File: config.mk
export PLATFORM = sky130hd
export DESIGN_NAME = mp_alu_seq_flat
export DESIGN_NICKNAME = d
export VERILOG_FILES = /design/src/rtl/mp_alu_seq_pkg.sv /design/src/rtl/mp_alu_seq_if.sv /design/src/rtl/mp_alu_seq.sv /design/src/flat_wrapper.sv
export SDC_FILE = /design/constraint.sdc
export NUM_CORES = 1
export LEC_CHECK = 0
export BUFFER_PORTS_ARGS = -buffer_cell sky130_fd_sc_hd__buf_2
export CAP_MARGIN = 25
export CORE_MARGIN = 3
export CORE_UTILIZATION = 40
export DETAILED_ROUTE_END_ITERATION = 10
export HOLD_SLACK_MARGIN = 0.08
export PLACE_DENSITY_LB_ADDON = 0.25
export SYNTH_ARGS = -nofsm -noshare
export SYNTH_HDL_FRONTEND = slang
export SYNTH_SLANG_ARGS = --single-unit
export TNS_END_PERCENT = 10
File: constraint.sdc
create_clock -name clk -period 3.2 [get_ports clk]
set_clock_uncertainty 0.2 [all_clocks]
set_input_delay 0.64 -clock clk [delete_from_list [all_inputs] [get_ports clk]]
set_output_delay 0.64 -clock clk [all_outputs]
set_load 0.005 [all_outputs]
File: src/rtl/mp_alu_seq_pkg.sv
// Shared definitions for the multi-precision ALU sequencer and its parent:
// ALU op-codes, the sequencer state encoding and the word-width helper.
package mp_alu_seq_pkg;

    localparam logic [2:0] ALU_ADD  = 3'd0;
    localparam logic [2:0] ALU_ADC  = 3'd1;
    localparam logic [2:0] ALU_SBB  = 3'd2;
    localparam logic [2:0] ALU_AND  = 3'd3;
    localparam logic [2:0] ALU_OR   = 3'd4;
    localparam logic [2:0] ALU_XOR  = 3'd5;
    localparam logic [2:0] ALU_NOT  = 3'd6;
    localparam logic [2:0] ALU_ZERO = 3'd7;

    typedef enum logic [1:0] {
        IDLE = 2'd0,
        RUN  = 2'd1,
        DONE = 2'd2
    } state_t;

    // Full operand width for a given byte count.
    function automatic int word_w(input int nbytes);
        return 8 * nbytes;
    endfunction

endpackage

File: src/rtl/mp_alu_seq_if.sv
// Bundle of the request/result signals and the byte-wide ALU connection.
// master: the parent (issues requests, hosts the ALU); slave: the sequencer.
interface mp_alu_seq_if #(
    parameter int NBYTES = 4
);
    import mp_alu_seq_pkg::*;

    localparam int W = word_w(NBYTES);

    logic         start;
    logic [2:0]   op_in;
    logic         ci_in;
    logic [W-1:0] a_in;
    logic [W-1:0] b_in;
    logic         busy;
    logic         done;
    logic [W-1:0] res_out;
    logic         co_out;
    logic         z_out;
    logic [2:0]   alu_op;
    logic [7:0]   alu_a;
    logic [7:0]   alu_b;
    logic         alu_ci;
    logic [7:0]   alu_result;
    logic         alu_co;

    modport master (
        output start, op_in, ci_in, a_in, b_in,
        input  busy, done, res_out, co_out, z_out,
        input  alu_op, alu_a, alu_b, alu_ci,
        output alu_result, alu_co
    );

    modport slave (
        input  start, op_in, ci_in, a_in, b_in,
        output busy, done, res_out, co_out, z_out,
        output alu_op, alu_a, alu_b, alu_ci,
        input  alu_result, alu_co
    );

endinterface

File: src/rtl/mp_alu_seq.sv
// Multi-precision sequencer: runs one NBYTES-wide operation through an
// external 8-bit ALU, one byte per cycle LSB first, chaining carry/borrow,
// and publishes the full result with carry and zero flags in one DONE cycle.
module mp_alu_seq
    import mp_alu_seq_pkg::*;
#(
    parameter int NBYTES = 4
) (
    input  logic           clk,
    input  logic           rst_n,
    mp_alu_seq_if.slave    bus
);

    localparam int W  = word_w(NBYTES);
    localparam int IW = (NBYTES > 1) ? $clog2(NBYTES) : 1;
    localparam logic [IW-1:0] LAST_IDX = IW'(NBYTES - 1);

    state_t         state_reg, state_next;
    logic [IW-1:0]  idx_reg;
    logic           carry_reg;
    logic [2:0]     op_reg;
    logic [W-1:0]   a_reg, b_reg;
    logic [W-1:0]   shadow_reg;
    logic [W-1:0]   res_reg;
    logic           co_reg;
    logic           z_reg;

    logic [7:0]     a_bytes [NBYTES];
    logic [7:0]     b_bytes [NBYTES];
    logic [W-1:0]   captured;
    logic           arith;

    // Ops whose ALU carry-out is meaningful and must be chained.
    assign arith = (op_reg == ALU_ADD) || (op_reg == ALU_ADC) || (op_reg == ALU_SBB);

    // Byte views of the latched operands, and the shadow word with the
    // current ALU byte merged in at the active index.
    for (genvar gi = 0; gi < NBYTES; gi++) begin : g_bytes
        assign a_bytes[gi] = a_reg[gi*8 +: 8];
        assign b_bytes[gi] = b_reg[gi*8 +: 8];
        assign captured[gi*8 +: 8] = (idx_reg == IW'(gi)) ? bus.alu_result
                                                          : shadow_reg[gi*8 +: 8];
    end

    // State register.
    always_ff @(posedge clk or negedge rst_n) begin
        if (!rst_n) begin
            state_reg <= IDLE;
        end else begin
            state_reg <= state_next;
        end
    end

    // Next state and ALU drive; ALU is parked on ZERO outside RUN.
    always_comb begin
        state_next = state_reg;
        bus.alu_op = ALU_ZERO;
        bus.alu_a  = 8'h00;
        bus.alu_b  = 8'h00;
        bus.alu_ci = 1'b0;
        case (state_reg)
            IDLE: begin
                if (bus.start) begin
                    state_next = RUN;
                end
            end
            RUN: begin
                bus.alu_a = a_bytes[idx_reg];
                bus.alu_b = b_bytes[idx_reg];
                if (op_reg == ALU_ADD) begin
                    // Plain add on byte 0, then add-with-carry up the word.
                    bus.alu_op = (idx_reg == '0) ? ALU_ADD : ALU_ADC;
                    bus.alu_ci = (idx_reg == '0) ? 1'b0 : carry_reg;
                end else begin
                    bus.alu_op = op_reg;
                    bus.alu_ci = ((op_reg == ALU_ADC) || (op_reg == ALU_SBB)) ? carry_reg : 1'b0;
                end
                if (idx_reg == LAST_IDX) begin
                    state_next = DONE;
                end
            end
            DONE: begin
                state_next = IDLE;
            end
            default: begin
                state_next = IDLE;
            end
        endcase
    end

    assign bus.busy    = (state_reg != IDLE);
    assign bus.done    = (state_reg == DONE);
    assign bus.res_out = res_reg;
    assign bus.co_out  = co_reg;
    assign bus.z_out   = z_reg;

    // Operand latch, byte capture, carry chain and result publication.
    always_ff @(posedge clk or negedge rst_n) begin
        if (!rst_n) begin
            idx_reg    <= '0;
            carry_reg  <= 1'b0;
            op_reg     <= ALU_ADD;
            a_reg      <= '0;
            b_reg      <= '0;
            shadow_reg <= '0;
            res_reg    <= '0;
            co_reg     <= 1'b0;
            z_reg      <= 1'b1;
        end else begin
            case (state_reg)
                IDLE: begin
                    if (bus.start) begin
                        a_reg     <= bus.a_in;
                        b_reg     <= bus.b_in;
                        op_reg    <= bus.op_in;
                        idx_reg   <= '0;
                        carry_reg <= ((bus.op_in == ALU_ADC) || (bus.op_in == ALU_SBB)) ? bus.ci_in : 1'b0;
                    end
                end
                RUN: begin
                    shadow_reg <= captured;
                    // Logical ops leave co undriven at the ALU; never sample it.
                    if (arith) begin
                        carry_reg <= bus.alu_co;
                    end
                    if (idx_reg == LAST_IDX) begin
                        idx_reg <= '0;
                        // Result becomes visible together with the DONE state.
                        res_reg <= captured;
                        co_reg  <= arith ? bus.alu_co : 1'b0;
                        z_reg   <= (captured == '0);
                    end else begin
                        idx_reg <= idx_reg + 1'b1;
                    end
                end
                default: begin
                end
            endcase
        end
    end

endmodule

File: src/flat_wrapper.sv
// flat-port wrapper written by rule: the top's interface ports become plain ports
module mp_alu_seq_flat import mp_alu_seq_pkg::*;
#(
    parameter int NBYTES = 4
)
  (clk, rst_n, bus_start, bus_op_in, bus_ci_in, bus_a_in, bus_b_in, bus_busy, bus_done, bus_res_out, bus_co_out, bus_z_out, bus_alu_op, bus_alu_a, bus_alu_b, bus_alu_ci, bus_alu_result, bus_alu_co);
  mp_alu_seq_if #(.NBYTES(NBYTES)) bus_i ();
  input  logic clk;
  input  logic rst_n;
  input wire logic [$bits(bus_i.start)-1:0] bus_start;
  input wire logic [$bits(bus_i.op_in)-1:0] bus_op_in;
  input wire logic [$bits(bus_i.ci_in)-1:0] bus_ci_in;
  input wire logic [$bits(bus_i.a_in)-1:0] bus_a_in;
  input wire logic [$bits(bus_i.b_in)-1:0] bus_b_in;
  output wire logic [$bits(bus_i.busy)-1:0] bus_busy;
  output wire logic [$bits(bus_i.done)-1:0] bus_done;
  output wire logic [$bits(bus_i.res_out)-1:0] bus_res_out;
  output wire logic [$bits(bus_i.co_out)-1:0] bus_co_out;
  output wire logic [$bits(bus_i.z_out)-1:0] bus_z_out;
  output wire logic [$bits(bus_i.alu_op)-1:0] bus_alu_op;
  output wire logic [$bits(bus_i.alu_a)-1:0] bus_alu_a;
  output wire logic [$bits(bus_i.alu_b)-1:0] bus_alu_b;
  output wire logic [$bits(bus_i.alu_ci)-1:0] bus_alu_ci;
  input wire logic [$bits(bus_i.alu_result)-1:0] bus_alu_result;
  input wire logic [$bits(bus_i.alu_co)-1:0] bus_alu_co;
  assign bus_i.start = bus_start;
  assign bus_i.op_in = bus_op_in;
  assign bus_i.ci_in = bus_ci_in;
  assign bus_i.a_in = bus_a_in;
  assign bus_i.b_in = bus_b_in;
  assign bus_busy = bus_i.busy;
  assign bus_done = bus_i.done;
  assign bus_res_out = bus_i.res_out;
  assign bus_co_out = bus_i.co_out;
  assign bus_z_out = bus_i.z_out;
  assign bus_alu_op = bus_i.alu_op;
  assign bus_alu_a = bus_i.alu_a;
  assign bus_alu_b = bus_i.alu_b;
  assign bus_alu_ci = bus_i.alu_ci;
  assign bus_i.alu_result = bus_alu_result;
  assign bus_i.alu_co = bus_alu_co;
  mp_alu_seq #(.NBYTES(NBYTES)) u_core (.clk(clk), .rst_n(rst_n), .bus(bus_i));
endmodule
* After elaboration in Yosys (flattened, before gate mapping)
Cells that the tools add are included.
** Operators by class
- $add $sub $neg :: 1
- $lt $le $gt $ge :: 1
- Eq/ne operators :: 12
- Multiplexer cells :: 30
- Bitwise operators :: 1
- Reductions and logical operators :: 15
** Operators with widths (count)
- 2-to-1 mux 8 bit :: 10
- binary-select mux 8 bit (select 2 bit) :: 2
- zero test 32 bit :: 1
- 2-to-1 mux 1 bit :: 9
- 2-to-1 mux 2 bit :: 4
- one-hot mux 2 bit (2 select lines) :: 2
- AND reduction 2 bit :: 4
- equality test 2 bit, second input constant :: 3
- equality test 3 x 1 -> 1 bit, second input constant :: 2
- equality test 3 x 2 -> 1 bit, second input constant :: 2
- 2-to-1 mux 3 bit :: 2
- equality test 2 x 1 -> 1 bit, second input constant :: 2
- zero test 2 bit :: 2
- logical OR 1 bit :: 4
- != test 2 x 1 -> 1 bit, second input constant :: 2
- nonzero test 2 bit :: 2
- greater-or-equal comparator 3 bit, second input constant :: 1
- zero test 3 bit :: 1
- inverter 2 -> 3 bit :: 1
- AND reduction 3 bit :: 1
- adder 2 x 1 -> 2 bit, second input constant :: 1
- != test 2 bit, second input constant :: 1
- one-hot mux 1 bit (2 select lines) :: 1
** Storage, ports and cells
- Bits in registers :: 138
- Bits of input ports :: 80
- Output and inout bits :: 56
- Logic and storage cells :: 70

* Depth between registers and ports, before layout
- Depth in word-level cells :: 5
- Mapped depth :: 10
- Mapped depth without buffers :: 7

* Least setup slack after synthesis
OpenSTA, ideal clock, no wires.
- Path type :: reg-to-output
- Start :: register u_core.idx_reg[1]
- End :: output bus_alu_op[0]
- Arrival time :: 1923 ps
- Data required time :: 2360 ps
- Slack :: 437 ps
- Stages on the path, launching flop included :: 9
- Path buffers :: 4
- Cells stage by stage :: dfrtp_1 > clkbuf_1 > clkbuf_1 > inv_1 > ha_1 > clkbuf_1 > buf_2 > nor3_1 > or3_1
** On the way
- Longest elaborated chain between the ends :: 4
** Ends and longest elaborated chain
- start: declaration :: RTL line mp_alu_seq.sv:19 : logic [IW-1:0] idx_reg;
- start signal: assignment :: RTL line mp_alu_seq.sv:133 : idx_reg <= idx_reg + 1'b1;
- zero test 2 bit :: RTL line mp_alu_seq.sv:72 : bus.alu_op = (idx_reg == '0) ? ALU_ADD : ALU_ADC;
- 2-to-1 mux 1 bit :: RTL line mp_alu_seq.sv:72
- 2-to-1 mux 3 bit :: RTL line mp_alu_seq.sv:70 : if (op_reg == ALU_ADD) begin
- 2-to-1 mux 3 bit :: RTL line mp_alu_seq.sv:61 : case (state_reg)
- end: declaration :: RTL line flat_wrapper.sv:20 : output wire logic [$bits(bus_i.alu_op)-1:0] bus_alu_op;
Every way passes these cells.

* Worst setup path after layout
- Start :: register u_core.idx_reg[0]
- End :: output bus_alu_b[2]
** On the way
- Longest elaborated chain between the ends :: 5
** Ends and longest elaborated chain
- inverter 2 -> 3 bit (implied by the code) :: RTL line mp_alu_seq.sv:69 : bus.alu_b = b_bytes[idx_reg];
- binary-select mux 8 bit (select 2 bit) :: RTL line mp_alu_seq.sv:69
- 2-to-1 mux 8 bit (implied by the code) (2 in series) :: RTL line mp_alu_seq.sv:69
- 2-to-1 mux 8 bit :: RTL line mp_alu_seq.sv:61
- end: declaration :: RTL line flat_wrapper.sv:22 : output wire logic [$bits(bus_i.alu_b)-1:0] bus_alu_b;
Every way passes these cells. The select of a mux whose other input is x is not followed.

==> impl_metrics.toml <==
[drt]
drtIter0Drc = 198
wl_met2_um = 6610
routedWlPerCell_um = 17.3
dr.pass1.iters = 4
top_layer = "met5"
postRouteAntennaNets = 0
drc = 0
vias = 4127
routed_wl_um = 13900
vias_per_cell = 5.13
wl_met3_um = 1070
wl_met1_um = 6070

[setup_path]
reg2reg_to = "u_core.bus.z_out$_DFFE_PN1P_"
crit_required_ns = 2.36
critPathMaxFanout = 12
rr_startpoint = "u_core.idx_reg[1]$_DFFE_PN0P_"
crit_path_max_incr_delay_ns = 0.66
rrSetupSlack_ns = 0.84
critPathLaunchType = "flip-flop"
critPathSlowestCell = "dfrtp_1"
path_cells = "buf_12 > mux4_2 > and2_1 > buf_2"
critPathKind = "flip-flop to output pin"
worstRegToRegCells = 7
cp-end-kind = "output pin"
critPathArrivalTime_ns = 2.13

[floorplanning]
pin_count = 136
start_util = 0.415
die_area_um2 = 16800
coreArea_um2 = 14800
die_y_um = 130
die_w_um = 130
row_count = 44

[grt]
grt_pass1_wl_um = 22400
grt_start_max_net_pins = 65
grt_overflow = 0
antenna_found_initial = 1
grt_pass1_vias = 4325
track_usage = 0.172

[cells_and_area]
drive_gt1_frac = 0.472
areaGrowthSynthToFinish_pct = 24.7
antennaDiodeCount = 0
utilization = 0.518
nets = 692
stdcell_count = 805

[timing]
finalSetupViolations = 0
max_slew.worst_pin.slew_ns = 0.589
fmax_mhz = 337
hold_viol_final = 0
grt_setup_unrepaired = "false"
fin_worst_hold_slack_ns = 0.254
slew_viol_final = 0
fin_crit_ns = 2.97
finalSetupTns_ns = 0
relSlewSlack = 0.607
min_period_over_period = 0.927

[logic_synthesis]
yosysWarnings = 0
syn-cell-area_um2 = 6120
yosysUniqueCellTypes = 41
synth_cells = 476
syn_area_per_cell_um2 = 12.9
syn_nets = 560
synth-seq-cells = 137
yosysSeqAreaShare = 0.560

[clock_network]
cts_sinks = 137
post_cts_buffers = 0
cts_buffer_depth = 2
post_cts_resize_count = 0
cts_tree = "yes"
ctsHoldBuffers = 1
insertion_delay_ns = 0.41
path_clk_slew_ns = 0.06
clockRootBuffer = "clkbuf_16"
cts_made_buffers = 17
htreeDepth = 4

[run]
drv_cap = 0

[power]
seqPwrFrac = 0.387
p_sw_w = 0.00254
max-vdd-ir-drop_uv = 621
combPwrFrac = 0.368
power_density_nw_per_um2 = 1070
internal_power_w = 0.00564
total_leakage_power_nw = 3.54
switching_share = 0.311
power_w = 0.00818
clkPwrFrac = 0.245

[placement]
finalWeightedCongestion = 0.779
numPortBuffers = 135
place_hpwl_um = 9740
dp.cells = 772

[min_path]
hp-class = "input port to flip-flop"
whs_endpoint = "u_core.a_reg[1]$_DFFE_PN0P_"
hold_depth = 2
hold_path_startpoint = "bus_a_in[1]"

[status]
status = "completed"
[stage by stage]
| stage | area (um^2) | setup WS [ns] |
|---|---|---|
| finish | 7640 | 0.234 |
| floorplan | 6120 | 0.437 |
| detailed placement | 7010 | 0.626 |
| global placement | 7010 | 0.669 |
| CTS | 7640 | 0.177 |
| global route | 7640 | 0.0756 |
[worst max-delay path by stage]
stage | from | endpoint | slack [ns] | cells after the start
2_1_floorplan | u_core.idx_reg[1]$_DFFE_PN0P_ | bus_alu_op[0] | 0.44 | 8
3_3_place_gp | u_core.idx_reg[0]$_DFFE_PN0P_ | bus_alu_b[4] | 0.67 | 4
3_5_place_dp | u_core.idx_reg[0]$_DFFE_PN0P_ | bus_alu_b[2] | 0.63 | 4
4_1_cts | u_core.idx_reg[0]$_DFFE_PN0P_ | bus_alu_b[2] | 0.18 | 4
5_1_grt | u_core.idx_reg[0]$_DFFE_PN0P_ | bus_alu_a[6] | 0.08 | 4
6_report | u_core.idx_reg[0]$_DFFE_PN0P_ | bus_alu_b[2] | 0.23 | 4
[worst max-delay path: cells and delay by family (launching register included)]
family / cells / cell delay, ns
AND/OR/NAND/NOR: 1 / 0.18
flip-flops: 1 / 0.66
buffers and inverters: 2 / 0.35
multiplexers: 1 / 0.51
[power by group through the flow]
stage | clock network, W | registers [W] | logic [W]
finish | 0.00201 | 0.00317 | 0.00301
global route | 0.00214 | 0.00329 | 0.00334
CTS | 0.00205 | 0.00318 | 0.00307
detailed placement | 0 | 0.00320 | 0.00305
global placement | 0 | 0.00315 | 0.00296
floorplan | 0 | 0.00302 | 0.00215
[synth_stat cells (all sizes together)]
library cell  number  share of area
dfrtp            136           0.56
mux2              91           0.17
nand2             68          0.042
mux2i             24          0.039
o21ai             23          0.019
clkbuf            19          0.012
and2              16          0.016
buf               16          0.013
mux4              16          0.059
nor2               9         0.0059
a21oi              7         0.0063
nor3               7         0.0057
inv                6         0.0037
nor4               6         0.0096
ha                 4         0.0082
nand2b             3         0.0031
nor2b              3         0.0031
or4                3         0.0043
a211oi             2         0.0025
a22o               2         0.0029
o22ai              2         0.0020
a221oi             1         0.0014
a22oi              1         0.0012
a32o               1         0.0016
and3               1         0.0010
dfstp              1         0.0043
nand3b             1         0.0012
o2111ai            1         0.0014
o21a               1         0.0012
o21bai             1         0.0012
o31ai              1         0.0012
or2                1         0.0010
or3                1         0.0010
xor2               1         0.0014
[routing by layer]
| layer | up-vias | track usage |
|---|---|---|
| met1 | 2054 | 0.223 |
| met2 | 110 | 0.271 |
| met5 | - | 0 |
| met3 | 16 | 0.0725 |
| met4 | 2 | 0.0422 |
| li1 | 1945 | - |
[cells by family (layout without fill, tap and decap cells)]
group | after synthesis | after routing | share of synthesized area
compound gates | 43 | 43 | 0.0419
xor+xnor | 1 | 1 | 0.00143
fa+ha+maj | 4 | 4 | 0.00818
buf+inv | 41 | 186 | 0.0288
flops | 137 | 137 | 0.560
mux | 131 | 131 | 0.265
simple gates | 119 | 119 | 0.0940
[cell type report]
type	count	area [um^2]
fill	1266	7120
sequential	137	3430
multi-input combinational	298	2530
timing repair buffer	148	807
clock buffer	26	539
tap	184	230
clock inverter	6	82.6
inverter	6	22.5
[cell usage in the layout (no fill, tap or decap), types with 2 or more instances in the layout]
cell and count:
or4_1 2, a211oi_1 2, inv_1 6, nor3_1 7, dfrtp_1 136, buf_4 10, clkbuf_8 8, mux2_2 91
nor2_1 8, a21oi_1 6, nand2_1 67, mux2i_1 24, a22o_1 2, bufinv_16 2, clkbuf_16 17, mux4_2 16
buf_12 2, o22ai_1 2, o21ai_0 23, nand2b_1 3, nor4_1 4, ha_1 4, buf_2 134, clkinv_2 3
and2_1 16, nor2b_1 2
No activity file was read; power rests on OpenSTA's default activity.
